--- src/rtl/otter_pkg.sv ---
`default_nettype none
// ============================================================================
//  Module      : otter_pkg
//  Description : Shared types and constants for the pipelined OTTER control
//                unit: opcodes, SYSTEM funct3 encodings, interrupt FSM states.
//  Revision    : 1.0  initial release
// ============================================================================
package otter_pkg;

  typedef enum logic [6:0] {
    OP_LUI    = 7'b0110111,
    OP_AUIPC  = 7'b0010111,
    OP_JAL    = 7'b1101111,
    OP_JALR   = 7'b1100111,
    OP_BRANCH = 7'b1100011,
    OP_LOAD   = 7'b0000011,
    OP_STORE  = 7'b0100011,
    OP_IMM    = 7'b0010011,
    OP_REG    = 7'b0110011,
    OP_SYSTEM = 7'b1110011
  } opcode_t;

  typedef enum logic [2:0] {
    F3_PRIV   = 3'b000,
    F3_CSRRW  = 3'b001,
    F3_CSRRS  = 3'b010,
    F3_CSRRC  = 3'b011,
    F3_CSRRWI = 3'b101,
    F3_CSRRSI = 3'b110,
    F3_CSRRCI = 3'b111
  } funct3_system_t;

  typedef enum logic [1:0] {
    RUN     = 2'd0,
    DRAIN   = 2'd1,
    TAKE    = 2'd2,
    HANDLER = 2'd3
  } cu_state_t;

  localparam logic [11:0] MRET_FUNC12 = 12'h302;

  // True for the six CSR access forms (register and immediate variants)
  function automatic logic is_csr_f3(input logic [2:0] f3);
    return (f3 == F3_CSRRW)  || (f3 == F3_CSRRS)  || (f3 == F3_CSRRC) ||
           (f3 == F3_CSRRWI) || (f3 == F3_CSRRSI) || (f3 == F3_CSRRCI);
  endfunction

endpackage
`default_nettype wire

--- src/rtl/otter_irq_prio.sv ---
`default_nettype none
// ============================================================================
//  Module      : otter_irq_prio
//  Description : Fixed-priority encoder; index 0 is the highest priority.
//                Produces a valid flag, the winning index and its one-hot.
//  Revision    : 1.0  initial release
// ============================================================================
module otter_irq_prio #(
  parameter int NUM_IRQ = 4
) (
  input  logic [NUM_IRQ-1:0]         i_req,
  output logic                       o_valid,
  output logic [$clog2(NUM_IRQ)-1:0] o_index,
  output logic [NUM_IRQ-1:0]         o_onehot
);

  localparam int c_IDX_W = $clog2(NUM_IRQ);

  // Scan from the lowest priority upward so the lowest set index wins last
  always_comb begin
    o_valid  = |i_req;
    o_index  = '0;
    o_onehot = '0;
    for (int i = NUM_IRQ - 1; i >= 0; i--) begin
      if (i_req[i]) begin
        o_index     = c_IDX_W'(i);
        o_onehot    = '0;
        o_onehot[i] = 1'b1;
      end
    end
  end

endmodule
`default_nettype wire

--- src/rtl/otter_pipe_cu.sv ---
`default_nettype none
// ============================================================================
//  Module      : otter_pipe_cu
//  Description : Decode-stage control for the 5-stage cached OTTER. Opcode
//                decode, load-use / branch / cache-miss hazard control and a
//                drain-then-take interrupt sequencer with no nesting.
//  Revision    : 1.0  initial release
// ============================================================================
module otter_pipe_cu
  import otter_pkg::*;
#(
  parameter int NUM_IRQ      = 4,
  parameter int DRAIN_CYCLES = 3
) (
  input  logic                       CU_CLK,
  input  logic                       CU_RESET,
  input  logic [6:0]                 CU_OPCODE,
  input  logic [2:0]                 CU_FUNC3,
  input  logic [11:0]                CU_FUNC12,
  input  logic [4:0]                 CU_RS1,
  input  logic [4:0]                 CU_RS2,
  input  logic [4:0]                 CU_EX_RD,
  input  logic                       CU_EX_MEMREAD,
  input  logic                       CU_BR_TAKEN,
  input  logic                       CU_MEM_STALL,
  input  logic [NUM_IRQ-1:0]         CU_IRQ,
  input  logic                       CU_MIE,
  output logic                       CU_REGWRITE,
  output logic                       CU_MEMWRITE,
  output logic                       CU_MEMREAD2,
  output logic                       CU_csrWrite,
  output logic                       CU_MRET,
  output logic                       CU_STALL_PC,
  output logic                       CU_STALL_IFDE,
  output logic                       CU_BUBBLE_DE,
  output logic                       CU_FLUSH_IFDE,
  output logic                       CU_intTaken,
  output logic [$clog2(NUM_IRQ)-1:0] CU_intCAUSE,
  output logic [NUM_IRQ-1:0]         CU_intCLR
);

  localparam int c_IDX_W = $clog2(NUM_IRQ);
  localparam int c_CNT_W = (DRAIN_CYCLES > 1) ? $clog2(DRAIN_CYCLES) : 1;
  localparam logic [c_CNT_W-1:0] c_CNT_LOAD =
      c_CNT_W'((DRAIN_CYCLES > 0) ? (DRAIN_CYCLES - 1) : 0);

  cu_state_t            r_state;
  logic [c_CNT_W-1:0]   r_cnt;
  logic [c_IDX_W-1:0]   r_cause;      // cause latched when the IRQ is accepted
  logic [c_IDX_W-1:0]   r_cause_out;  // cause of the most recent completed take
  logic [NUM_IRQ-1:0]   r_clr;

  logic                 w_prio_valid;
  logic [c_IDX_W-1:0]   w_prio_idx;
  logic [NUM_IRQ-1:0]   w_prio_oh;
  logic [NUM_IRQ-1:0]   w_pending;

  logic w_is_branch, w_is_store, w_is_load, w_is_system;
  logic w_dec_mret, w_loaduse, w_take, w_bubble;

  assign w_pending = CU_IRQ & {NUM_IRQ{CU_MIE}};

  otter_irq_prio #(
    .NUM_IRQ (NUM_IRQ)
  ) u_prio (
    .i_req    (w_pending),
    .o_valid  (w_prio_valid),
    .o_index  (w_prio_idx),
    .o_onehot (w_prio_oh)
  );

  assign w_is_branch = (CU_OPCODE == OP_BRANCH);
  assign w_is_store  = (CU_OPCODE == OP_STORE);
  assign w_is_load   = (CU_OPCODE == OP_LOAD);
  assign w_is_system = (CU_OPCODE == OP_SYSTEM);
  assign w_dec_mret  = w_is_system && (CU_FUNC3 == F3_PRIV) && (CU_FUNC12 == MRET_FUNC12);
  assign w_loaduse   = CU_EX_MEMREAD && (CU_EX_RD != 5'd0) &&
                       ((CU_EX_RD == CU_RS1) || (CU_EX_RD == CU_RS2));
  assign w_take      = (r_state == TAKE);

  // Hazard arbitration: cache miss, then trap flush, then branch, then stall sources
  always_comb begin
    CU_STALL_PC   = 1'b0;
    CU_STALL_IFDE = 1'b0;
    w_bubble      = 1'b0;
    CU_FLUSH_IFDE = 1'b0;
    if (CU_MEM_STALL) begin
      CU_STALL_PC   = 1'b1;
      CU_STALL_IFDE = 1'b1;
    end else if (w_take || CU_BR_TAKEN) begin
      CU_FLUSH_IFDE = 1'b1;
      w_bubble      = 1'b1;
    end else if ((r_state == DRAIN) || w_loaduse) begin
      CU_STALL_PC   = 1'b1;
      CU_STALL_IFDE = 1'b1;
      w_bubble      = 1'b1;
    end
  end

  assign CU_BUBBLE_DE = w_bubble;

  // Decode controls are suppressed whenever DE/EX receives a NOP
  assign CU_REGWRITE = !w_bubble && !w_is_branch && !w_is_store;
  assign CU_MEMWRITE = !w_bubble && w_is_store;
  assign CU_MEMREAD2 = !w_bubble && w_is_load;
  assign CU_csrWrite = !w_bubble && w_is_system && is_csr_f3(CU_FUNC3);
  assign CU_MRET     = !w_bubble && w_dec_mret;

  // Trap outputs; a cache miss holds the take until the pipe can move
  assign CU_intTaken = w_take && !CU_MEM_STALL;
  assign CU_intCAUSE = w_take ? r_cause : r_cause_out;
  assign CU_intCLR   = CU_intTaken ? r_clr : '0;

  // Interrupt sequencer; everything freezes while the cache is missing
  always_ff @(posedge CU_CLK) begin
    if (CU_RESET) begin
      r_state     <= RUN;
      r_cnt       <= '0;
      r_cause     <= '0;
      r_cause_out <= '0;
      r_clr       <= '0;
    end else if (!CU_MEM_STALL) begin
      case (r_state)
        RUN: begin
          if (w_prio_valid) begin
            r_cause <= w_prio_idx;
            r_clr   <= w_prio_oh;
            if (DRAIN_CYCLES == 0) begin
              r_state <= TAKE;
            end else begin
              r_state <= DRAIN;
              r_cnt   <= c_CNT_LOAD;
            end
          end
        end
        DRAIN: begin
          if (r_cnt == '0) begin
            r_state <= TAKE;
          end else begin
            r_cnt <= r_cnt - c_CNT_W'(1);
          end
        end
        TAKE: begin
          r_cause_out <= r_cause;
          r_state     <= HANDLER;
        end
        HANDLER: begin
          if (w_dec_mret && !w_bubble) begin
            r_state <= RUN;
          end
        end
        default: r_state <= RUN;
      endcase
    end
  end

endmodule
`default_nettype wire

--- config.mk ---
export PLATFORM = sky130hd
export DESIGN_NAME = otter_pipe_cu
export DESIGN_NICKNAME = d
export VERILOG_FILES = /design/src/rtl/otter_pkg.sv /design/src/rtl/otter_irq_prio.sv /design/src/rtl/otter_pipe_cu.sv
export SDC_FILE = /design/constraint.sdc
export NUM_CORES = 1
export LEC_CHECK = 0
export ABC_AREA = 1
export CAP_MARGIN = 20
export CORE_MARGIN = 1.5
export CORE_UTILIZATION = 41
export CTS_BUF_LIST = sky130_fd_sc_hd__clkbuf_4
export DETAILED_ROUTE_END_ITERATION = 7
export GPL_TIMING_DRIVEN = 0
export PLACE_DENSITY = 0.95
export SKIP_LAST_GASP = 1
export SYNTH_ARGS = -nofsm -noshare
export SYNTH_HDL_FRONTEND = slang
export SYNTH_SLANG_ARGS = --single-unit
--- constraint.sdc ---
create_clock -name CU_CLK -period 3.14 [get_ports CU_CLK]
set_input_delay 0.942 -clock CU_CLK [delete_from_list [all_inputs] [get_ports CU_CLK]]
set_output_delay 0.942 -clock CU_CLK [all_outputs]
set_load 0.02 [all_outputs]
==> summary.txt, run 1 <==
Run status: complete, no violations
Max_slew headroom: 69.46%
DRC Markers: 0
Setup ws final: 0.02336 ns
Starting density of the core: 42.59%
Crit. Startpoint: CU_OPCODE[6]
Clock transition at path regs: 0.09 ns
Least-Margin Pin Slew: 0.4582 ns
H-tree lvl count: 1
Setup violations, final: 0
Die span in y: 53.27 um
Top cell type's share of synthesized area: 23.19%
Routing usage on met1: 24.06%
GP Congestion: 0.7962
Sequential share of the synthesized area: 23.19%
Vias per cell: 4.943
Number of synthesized flops with an enable pin: 0
Fill cell count: 186
Crit path launch type: primary input
Worst Path Arrival: 2.17 ns
HP Class: register to register
First-pass GRT wire length: 4.567 mm
Fin nets: 303
Largest cells by area after synthesis: dfxtp_1 (23%), nand2_1 (18%), inv_1 (11%)
Most Crowded Layer GR: met2
Met2 Track Usage GR: 41.77%
Slew Limit Fails: 0
Syn Inst Count: 179
Leading cell type by number of instances after synthesis: nand2_1
Mapped cell area: 0.001036 mm2
Maximum root-to-sink buffer count: 2
Unrepaired setup endpoints after global routing: true
Clock skew: 0.001482 ns
TritonCTS clock tree: yes
Gr usage total: 21.74%
Ys flop type: dfxtp_1
Final wirelength: 3.238 mm
Grt ovf: 0
Clock Sinks: 12
Tot Pwr: 523.2 uW
Num CTS Buffers: 3
Clock latency on the worst-skew pair: 0.29 ns
PwrDens: 298.0 mW/mm2
DR WL/cell: 11.56 um
Synth cell types: 25
Met3 Use GR: 3.107%
Post-synth net total: 231
CTS root buf: clkbuf_4
Die ar.: 0.002837 mm2
Final Non-Filler Cells: 280
Final Hold Violating Endpoints: 0
Area of the multi-input gates: 704.4 um2
Vias in the first global route: 1151
# diodes: 0
Reg-to-reg startpoint: r_state[0]$_SDFFE_PP0P_
Vias post-DR: 1384
Pre-antenna DRT Iters: 5
Peak VDD IR: 0.0002116 V
Avg Cell Area, Syn: 5.788 um2
Core ar.: 0.002432 mm2
Die width: 53.27 um
Crit Path Max Fanout: 3
Leakage: 0.9175 nW
Max Clk Rate: 0.3209 GHz
Post-route clock period utilization: 99.26%
DP HPWL: 2.348 mm
Ys Warns: 0
Min cycle time layout: 3.117 ns
Async SR Flop Fraction: 0%
Row cnt: 18
Max cap viols: 0
I/O pin cnt: 63
Port Buffers: 61
Yosys reg bits: 12
Area leader, netlist: dfxtp_1
Register area: 240.2 um2
Pre-CTS WS: -0.7742 ns
Largest net degree at the start of global routing: 11
Post-Place Cells: 270
Hold_ws: 0.4736 ns
R2R Setup Slk: 1.32 ns
Worst Setup Path Type: primary input to primary output
Starting DRT DRC Count: 23
CP required: 2.20 ns
Post-route ant nets: 0
Hold path startpoint: r_clr[0]$_SDFFE_PP0P_
Crit. End Element: primary output
Fraction of layout cells with a size suffix above 1: 21.20%
Initial antenna violation count: 0
Post-synth top cells: nand2_1 (49), inv_1 (31), nor2_1 (27)
Area grow syn2layout: 69.44%
final cells by class:
class,count,area share [%]
clock buffers,3,1.283
flip-flops and latches,12,13.68
clock inverters,1,0.2138
plain buffers,2,0.6415
multi-input cells,128,40.13
inverters,37,8.054
repair buffers,67,33.86
well taps,30,2.138
kinds of logic after synthesis:
| logic type | count (synthesis) | share of synthesized area, % |
|---|---|---|
| AND/OR/NAND/NOR | 102 | 43.60 |
| buffers and inverters | 39 | 14.49 |
| AO/OA/AOI/OAI | 19 | 10.99 |
| flip-flops | 12 | 23.19 |
| adder cells (fa/ha/maj) | 5 | 6.039 |
| XOR/XNOR | 2 | 1.691 |
worst paths after layout:
check | cells past startpoint | end
worst max-delay path | 6 | CU_MRET
worst max register to register | 12 | r_state[1]$_SDFFE_PP0P_
worst min-delay path | 2 | r_clr[0]$_SDFFE_PP0P_
worst min register to register | 2 | r_clr[0]$_SDFFE_PP0P_
through the flow:
step	cell area [um2]	setup TNS (ns)	utilization [%]
2_1_floorplan	1042	0	-
3_3_place_gp	1690	-6.138	69.50
3_5_place_dp	1690	-6.465	69.50
4_1_cts	1720	-0.01003	70.73
5_1_grt	1755	-0.09606	72.17
6_report	1755	0	72.17
sequential cells by signal, summed over array words and instances, names as in the netlist:
register / count
r_cause: 2
r_cause_out: 2
r_clr: 4
r_cnt: 2
r_state: 2
critical path, cell delays in order:
cell,delay [ns]
clkdlybuf4s50_1,0.59
nand4_1,0.20
nor2_2,0.18
nand2_2,0.09
inv_2,0.06
buf_6,0.11
what timing repair did:
action                                  in CTS  in global routing
buffers inserted                             6                  0
resized for setup                           82                 26
hold buffers                                 0                  0
pin swaps                                   23                 10
endpoints found under the setup margin      14                  9
routing by layer:
metal	wire length [um]	vias up
li1	-	706
met1	1323	617
met2	1649	54
met3	218	7
met4	47	0
met5	0	-
placed cells by master, fill, tap and decap left out, drive strengths merged:
master	n
a21oi	9
nand3	10
inv	37
or2	1
clkinv	1
dfxtp	12
nor4	2
nand2	53
nor4b	1
dlymetal6s2s	4
nand4	2
xnor2	2
nand3b	1
o21ai	3
ha	5
a31oi	3
nor3	4
clkbuf	8
clkdlybuf4s50	20
nor2	28
dlygate4sd2	20
clkdlybuf4s15	3
buf	17
a211oi	4
power breakdown:
part           total [mW]  switching, mW  internal (mW)
logic               0.239          0.129          0.110
clock network       0.109         0.0624         0.0462
registers           0.176        0.00840          0.167
Note: power is estimated with default switching activity, not from simulation.
==> run 2: changes to the inputs <==
--- a/config.mk
+++ b/config.mk
@@ -6,7 +6,7 @@
 export NUM_CORES = 1
 export LEC_CHECK = 0
 export ABC_AREA = 1
-export CAP_MARGIN = 20
+export CAP_MARGIN = 25
 export CORE_MARGIN = 1.5
 export CORE_UTILIZATION = 41
 export CTS_BUF_LIST = sky130_fd_sc_hd__clkbuf_4
==> results of run 2 <==
Same layout as run 1: the final DEF is identical, and so are final timing and power.
==> run 3: changes to the inputs <==
--- a/config.mk
+++ b/config.mk
@@ -7,12 +7,12 @@
 export LEC_CHECK = 0
 export ABC_AREA = 1
 export CAP_MARGIN = 25
-export CORE_MARGIN = 1.5
-export CORE_UTILIZATION = 41
+export CORE_UTILIZATION = 60
 export CTS_BUF_LIST = sky130_fd_sc_hd__clkbuf_4
 export DETAILED_ROUTE_END_ITERATION = 7
+export DONT_BUFFER_PORTS = 1
 export GPL_TIMING_DRIVEN = 0
-export PLACE_DENSITY = 0.95
+export PLACE_DENSITY = 0.88
 export SKIP_LAST_GASP = 1
 export SYNTH_ARGS = -nofsm -noshare
 export SYNTH_HDL_FRONTEND = slang
==> run 3 against run 2 <==
The run now ends with DRC left; fmax up 2.2%; sequential share of layout area up 7.9 points; sequential cell count unchanged; wire length down 34%; highest routed layer is now met3; global-route usage up 3.1 points; setup slack better by 0.068 ns; cell count down 29%; clock power down 19%; combinational power down 35%.
==> summary.txt, run 3 (synthesis results as in run 1) <==
Run status: finished, violations left
Failing checks: DRC
Hold path startpoint: r_cause_out[1]$_SDFFE_PP0N_
CP max-delay cell: a31oi_1
Reg-to-reg startpoint: r_state[1]$_SDFFE_PP0P_
CP required: 2.20 ns (about the same)
Gr usage total: 24.87% (+3.1 points)
Tot Pwr: 419.5 uW (-20%)
Clock skew: 0.001081 ns (-0.0004004 ns)
Clock transition at path regs: 0.07 ns (-0.02 ns)
Starting density of the core: 66.45% (+24 points)
Max Clk Rate: 0.3281 GHz (+2.2%)
Largest net degree at the start of global routing: 11 (unchanged)
Reg2Reg Depth: 8 (-4)
Num CTS Buffers: 3 (unchanged)
Die width: 43.56 um (-18%)
# diodes: 0 (unchanged)
Worst Setup Path Type: primary input to primary output
H-tree lvl count: 1 (unchanged)
HP Class: register to register
Initial antenna violation count: 0 (unchanged)
Family with the most delay on the worst path: compound AO/OA/AOI/OAI gates
Util after Layout: 71.27% (-0.90 points)
Die ar.: 0.001897 mm2 (-33%)
Vias per cell: 5.389 (+9.0%)
Unrepaired setup endpoints after global routing: true
Max cap viols: 0 (unchanged)
Clock latency on the worst-skew pair: 0.26 ns (-0.03 ns)
Crit path launch type: primary input
Commonest non-fill, non-tap cell in the layout: nand2_1
DR WL/cell: 10.84 um (-6.2%)
Worst Path Arrival: 2.11 ns (-0.06 ns)
Crit Path Max Fanout: 3 (unchanged)
Vias in the first global route: 1022 (-11%)
Largest register FFs: 4 (unchanged)
Fin nets: 236 (-22%)
Vias post-DR: 1067 (-23%)
GP Congestion: 0.7660 (-3.8%)
Max_slew headroom: 60.36% (-9.1 points)
Hold Crit Depth: 2 (unchanged)
Worst path buffer plus inverter count: 2 (-1)
Final wirelength: 2.147 mm (-34%)
DP HPWL: 1.854 mm (-21%)
Slowest stage delay, CP: 0.45 ns (-0.14 ns)
Clock Sinks: 12 (unchanged)
Crit-path cells: inv_1 > nand2_1 > nand2_1 > nor2_1 > nand3_1 > nand2_1 > nand2_2 > a31oi_1 > buf_4
Grt ovf: 0 (unchanged)
Port Buffers: 0 (-100%)
Reg-to-reg endpoint: r_cnt[0]$_SDFFE_PP0P_
Setup violations, final: 0 (unchanged)
Setup TNS: 0 ns (unchanged)
End of the worst hold path: r_cause_out[1]$_SDFFE_PP0N_
Commonest non-fill, non-tap cells in the layout: nand2_1 (49), inv_1 (31), nor2_1 (27)
Final Hold Violating Endpoints: 0 (unchanged)
Min cycle time layout: 3.048 ns (-0.06839 ns)
Post-route clock period utilization: 97.08% (-2.2 points)
Slew Limit Fails: 0 (unchanged)
CTS root buf: clkbuf_4
PwrDens: 377.5 mW/mm2 (+27%)
Fill cell count: 153 (-18%)
Most used cell, CP: nand2_1
Peak VDD IR: 0.0002598 V (+23%)
Least-Margin Pin Slew: 0.5919 ns (+0.1337 ns)
Leakage: 0.5499 nW (-40%)
TritonCTS clock tree: yes
I/O pin cnt: 63 (unchanged)
Area grow syn2layout: 7.247%
Core ar.: 0.001559 mm2 (-36%)
DRC Markers: 8 (+8)
Post-route ant nets: 0 (unchanged)
R2R Setup Slk: 1.60 ns (+0.28 ns)
Starting DRT DRC Count: 32 (+39%)
Largest Register: r_clr
Crit. End Element: primary output
Fraction of layout cells with a size suffix above 1: 12.64% (-8.6 points)
Die span in y: 43.56 um (-18%)
First-pass GRT wire length: 3.636 mm (-20%)
Maximum root-to-sink buffer count: 2 (unchanged)
Pre-antenna DRT Iters: 6 (+1)
Row cnt: 14 (-4)
run 3: cell count changes in the layout (fill, tap and decap cells not counted), sizes merged:
cell / delta
clkdlybuf4s50: -20
dlygate4sd2: -20
dlymetal6s2s: -4
clkinv: -1
clkbuf: -5
buf: -15
clkdlybuf4s15: -3
run 3: worst max path at each step:
stage                        endpoint  cells past startpoint         from  slack, ns
final                     CU_STALL_PC                      9  CU_EX_RD[1]       0.09
after global routing      CU_MEMREAD2                     11    CU_RS2[0]      -0.01
after CTS                 CU_MEMWRITE                      9  CU_EX_RD[1]       0.06
after detailed placement  CU_csrWrite                      9  CU_EX_RD[1]      -0.09
after global placement    CU_csrWrite                      9  CU_EX_RD[1]      -0.05
after floorplan           CU_csrWrite                      9  CU_EX_RD[1]       0.05
run 3: layer usage:
layer / GRT usage [%] / wire [um] / vias to the layer above
met2: 47.76 / 1149 / 40
met3: 9.167 / 131 / 0
met1: 25.77 / 866 / 462
met4: 3.750 / 0 / 0
li1: - / - / 565
met5: 0 / 0 / -
run 3: timing repair:
action / CTS / global route
hold buffers: 0 / 0
gates resized for setup: 2 / 2
endpoints found under the setup margin: 2 / 3
setup buffers: 0 / 0
run 3: power breakdown:
part / internal, mW / leakage [nW] / switching, mW / total, mW
clock: 0.0443 / 0.0138 / 0.0445 / 0.0888
combinational: 0.0539 / 0.438 / 0.101 / 0.155
sequential: 0.167 / 0.0982 / 0.00835 / 0.176
run 3: metrics by stage:
| stage | cell area, um2 | setup WS [ns] | cells | hold slack, ns |
|---|---|---|---|---|
| finish | 1111 | 0.09175 | 198 | 0.4561 |
| global placement | 1062 | -0.05338 | 195 | 0.4439 |
| global route | 1111 | -0.01427 | 198 | 0.5019 |
| CTS | 1095 | 0.05760 | 198 | 0.4557 |
| detailed placement | 1062 | -0.08669 | 195 | 0.4463 |
| floorplan | 1042 | 0.05106 | 179 | 0.4329 |
run 3: worst register-to-register path, cell delays in order, from the launching register on:
cell	delay (ns)
dfxtp_1	0.34
inv_1	0.09
ha_1	0.19
inv_1	0.11
nor2_1	0.15
a21oi_1	0.06
or2_4	0.27
a21oi_1	0.16
a211oi_2	0.05
run 3: area by class of cell:
type / count / area [um2] / share of cell area [%]
flip-flops and latches: 12 / 240.2 / 21.62
multi-input cells: 128 / 678.2 / 61.04
plain buffers: 2 / 11.26 / 1.014
clock buffers: 3 / 22.52 / 2.027
well taps: 16 / 20.02 / 1.802
inverters: 37 / 138.9 / 12.50
